$ cat src/rtl/unidade_controle_comparacao.sv
// Comparison-sequence control unit: drives the datapath counter and
// chaves register and reports whether a match was found before rco.
module unidade_controle_comparacao (
    input  logic       clock,
    input  logic       reset,
    input  logic       iniciar,
    input  logic       igual,
    input  logic       fim,
    output logic       zera,
    output logic       registra,
    output logic       conta,
    output logic       pronto,
    output logic       acertou,
    output logic       errou,
    output logic [3:0] db_passos,
    output logic [3:0] db_estado
);

    typedef enum logic [3:0] {
        INICIAL    = 4'h0,
        PREPARACAO = 4'h1,
        REGISTRA   = 4'h2,
        COMPARACAO = 4'h3,
        PROXIMO    = 4'h4,
        ACERTO     = 4'hA,
        ERRO       = 4'hE
    } estado_t;

    estado_t estado;
    estado_t prox;

    // Next-state selection; igual wins over fim in comparacao
    always_comb begin
        prox = INICIAL;
        case (estado)
            INICIAL:    prox = iniciar ? PREPARACAO : INICIAL;
            PREPARACAO: prox = REGISTRA;
            REGISTRA:   prox = COMPARACAO;
            COMPARACAO: begin
                if (igual)
                    prox = ACERTO;
                else if (fim)
                    prox = ERRO;
                else
                    prox = PROXIMO;
            end
            PROXIMO:    prox = COMPARACAO;
            ACERTO:     prox = iniciar ? PREPARACAO : ACERTO;
            ERRO:       prox = iniciar ? PREPARACAO : ERRO;
            default:    prox = INICIAL;
        endcase
    end

    // State register with outputs registered from the next state,
    // so every output is a pure function of the current state
    always_ff @(posedge clock or posedge reset) begin
        if (reset) begin
            estado    <= INICIAL;
            zera      <= 1'b0;
            registra  <= 1'b0;
            conta     <= 1'b0;
            pronto    <= 1'b0;
            acertou   <= 1'b0;
            errou     <= 1'b0;
            db_estado <= 4'h0;
        end else begin
            estado    <= prox;
            zera      <= (prox == PREPARACAO);
            registra  <= (prox == REGISTRA);
            conta     <= (prox == PROXIMO);
            pronto    <= (prox == ACERTO) || (prox == ERRO);
            acertou   <= (prox == ACERTO);
            errou     <= (prox == ERRO);
            db_estado <= prox;
        end
    end

    // Step counter: cleared entering preparacao, bumped leaving proximo,
    // saturating at 15
    always_ff @(posedge clock or posedge reset) begin
        if (reset) begin
            db_passos <= 4'h0;
        end else if (prox == PREPARACAO) begin
            db_passos <= 4'h0;
        end else if (estado == PROXIMO && db_passos != 4'hF) begin
            db_passos <= db_passos + 4'h1;
        end
    end

endmodule

$ cat config.mk
export PLATFORM = sky130hd
export DESIGN_NAME = unidade_controle_comparacao
export DESIGN_NICKNAME = d
export VERILOG_FILES = /design/src/rtl/unidade_controle_comparacao.sv
export SDC_FILE = /design/constraint.sdc
export NUM_CORES = 1
export LEC_CHECK = 0
export ABC_AREA = 1
export CORE_MARGIN = 2
export CORE_UTILIZATION = 38
export DETAILED_ROUTE_END_ITERATION = 7
export PLACE_DENSITY_LB_ADDON = 0.15
export SLEW_MARGIN = 20
export SYNTH_ARGS = -nofsm -noshare
export SYNTH_HDL_FRONTEND = slang
export SYNTH_SLANG_ARGS = --single-unit
$ cat constraint.sdc
create_clock -name clock -period 1.2 [get_ports clock]
set_clock_uncertainty 0.05 [all_clocks]
set_input_delay 0.18 -clock clock [delete_from_list [all_inputs] [get_ports clock]]
set_output_delay 0.18 -clock clock [all_outputs]
set_load 0.01 [all_outputs]
==> flow_summary.ini <==
[detailed_routing]
wirelength_um = 2000
drt_iter0_drc = 5
drc = 0
drt-pass1-iter-count = 3
num_vias = 699
ant_nets = 0
vias_per_cell = 4.82
wire_per_inst_um = 13.8

[worst_hold_path]
hold_class = input port to asynchronous set/reset pin

[sta]
rsz0062_at_grt = true
tightest_slew_ns = 0.152
setup_viol = 8
period_share_pct = 105
fmax_mhz = 792
tns_ns = -0.255
finalMaxSlewViolations = 0
fin_crit_ns = 1.26
relSlewSlack_pct = 89.8
hold_viol_final = 0
fin_ws_ns = -0.0619

[worst_setup_path]
crit_top_cell = nand2_1
start_kind = flop
cp_max_fo = 8
crit_end = db_passos[3]
rrSetupSlack_ns = -0.06
crit_start = estado[2]
end_kind = flop
worstReg2RegStart = estado[2]
crit_required_ns = 1.35
ff2ff_path_depth = 7
crit_chain = buf_6, nor2_4, nand2_1, nand2_2, nand2_4, nand3_1, nand2_1
cp_data_arrival_time_ns = 1.41
criticalPathCategory = flop to flop
slowest_delay_ns = 0.41
crit_slowest_cell = dfrtp_1
rr_endpoint = db_passos[3]

[synth]
yosysTopAreaCell = dfrtp_1
synth_area_leaders = dfrtp_1 (52%), nand2_1 (11%), nand3_1 (7.4%)
yosys_register_bits = 14
syn_avg_cell_area_sq_um = 8.33
synth_top_area_share_pct = 51.9
syn_nets = 87
syn-cell-area_sq_um = 674
syn_inst = 81
yosysUniqueCellTypes = 13
ys_warn_count = 0
seq_area_frac_synth_pct = 51.9

[floorplanning]
die_w_um = 46.1
die_area_sq_um = 2130
num_io_pins = 19
core-area_sq_um = 1690
die_h_um = 46.1
start_util_pct = 39.9
fp-row-count = 15

[outcome]
status = complete, but fails checks
violations = negative setup slack

[layout]
ff_latch_area_sq_um = 353
num_antenna_cells = 0
multiInputGateArea_sq_um = 345
drive_above_1_share_pct = 48.4
layout_common_cells = buf_4 (20), nand2_1 (16), dfrtp_1 (12)
fill_cells = 115
final_area_sq_um = 1180
fin_nets = 135
area_growth_pct = 75.1
layout_commonest_cell = buf_4

[job]
cap_violations = 0

[power_and_ir_drop]
power.switching_uw = 943
p_sw_share_pct = 40.1
power.leakage_nw = 0.652
pwr-share-comb_pct = 55.0
power.density_nw_per_um2 = 1990
p_clk_share_pct = 15.7
peakVddDrop_uv = 1440
p_seq_share_pct = 29.4
intPower_mw = 1.41

[clock_tree]
cts-htree-levels = 1
clk-insertion-delay-late_ns = 0.30
clockBufferDepth = 2
clk_pin_slew_ns = 0.09
holdBufCountCts = 0
cts_inserted_buffers = 3
cts_tree = done
clock-sinks = 14
cts-root-buf = clkbuf_4

[placed_design]
placed_cell_area_sq_um = 990
port_buffers = 18
post-place-ws_ns = -0.0353
place_hpwl_um = 1230
gp_congestion = 0.793

[grt]
antenna_found_initial = 0
grt_pass1_vias = 646
track_usage_pct = 19.6
grt_max_degree = 9
grt_overflow = 0
grt_pass1_wl_um = 2870
## area by class of cell
type | instances | share of cell area [%]
tap | 17 | 1.80
timing repair buffer | 43 | 31.0
clock buffer | 4 | 3.07
multi-input combinational | 52 | 29.2
sequential | 14 | 29.9
inverter | 15 | 4.98
## registers in the layout, indices dropped and copies added (netlist names)
name	flops
acertou	1
conta	1
db_passos	4
errou	1
estado	4
pronto	1
registra	1
zera	1
## worst min path at each step
stage	slack, ns	endpoint	cells past startpoint	start
4_1_cts	0.1	errou	3	reset
5_1_grt	0.13	errou	3	reset
3_5_place_dp	0.42	errou	3	reset
3_3_place_gp	0.42	errou	3	reset
2_1_floorplan	0.02	acertou	1	reset
6_report	0.09	errou	3	reset
## power by group through the flow
stage | logic, mW | clock network, mW | registers [mW]
4_1_cts | 1.18 | 0.365 | 0.681
3_5_place_dp | 0.989 | 0 | 0.747
5_1_grt | 1.40 | 0.388 | 0.706
2_1_floorplan | 0.402 | 0 | 0.814
6_report | 1.29 | 0.368 | 0.691
3_3_place_gp | 0.976 | 0 | 0.743
## cells by family (layout without fill, tap and decap cells)
family | Yosys count | in the layout | share of synthesized area [%]
buffers and inverters | 15 | 62 | 8.35
adder cells (fa/ha/maj) | 1 | 1 | 1.85
AND/OR/NAND/NOR | 50 | 50 | 37.1
AO/OA/AOI/OAI | 1 | 1 | 0.741
flip-flops | 14 | 14 | 51.9
## cells in the mapped netlist
| library cell | n |
|---|---|
| nand2_1 | 19 |
| nand2_4 | 1 |
| inv_2 | 2 |
| nand3_1 | 10 |
| ha_1 | 1 |
| dfrtp_1 | 14 |
| nor2_4 | 1 |
| nor2_1 | 5 |
| nor2_2 | 5 |
| nand2_2 | 5 |
| nand4_1 | 4 |
| a21oi_1 | 1 |
| inv_1 | 13 |
## repair_timing
action | in CTS | in global routing
cloned | 0 | 0
buffers inserted | 9 | 2
endpoints found under the setup margin | 20 | 18
resized for setup | 30 | 23
pin swaps | 10 | 8
## critical path, delay by kind of cell (launching register included)
kind	cells	cell delay [ns]
buffers and inverters	1	0.13
DFF	1	0.41
and+or+nand+nor	6	0.57
## per-stage QoR
stage                     power, mW  std cells  util (%)  hold WS (ns)
after floorplan                1.22         81         -        0.0192
after global placement         1.72        130      58.6         0.420
after detailed placement       1.74        130      58.6         0.416
after CTS                      2.23        143      66.4        0.0987
after global routing           2.49        145      69.9         0.129
final                          2.35        145      69.9        0.0886
## per-layer routing
layer | wire length (um) | vias up | part of all wire (%) | global-route usage [%]
li1 | - | 346 | - | -
met1 | 881 | 331 | 44 | 26.6
met2 | 976 | 15 | 49 | 28.9
met3 | 67 | 7 | 3.3 | 5.49
met4 | 76 | 0 | 3.8 | 8.57
met5 | 0 | - | 0 | 0
No activity file was read; power rests on OpenSTA's default activity.
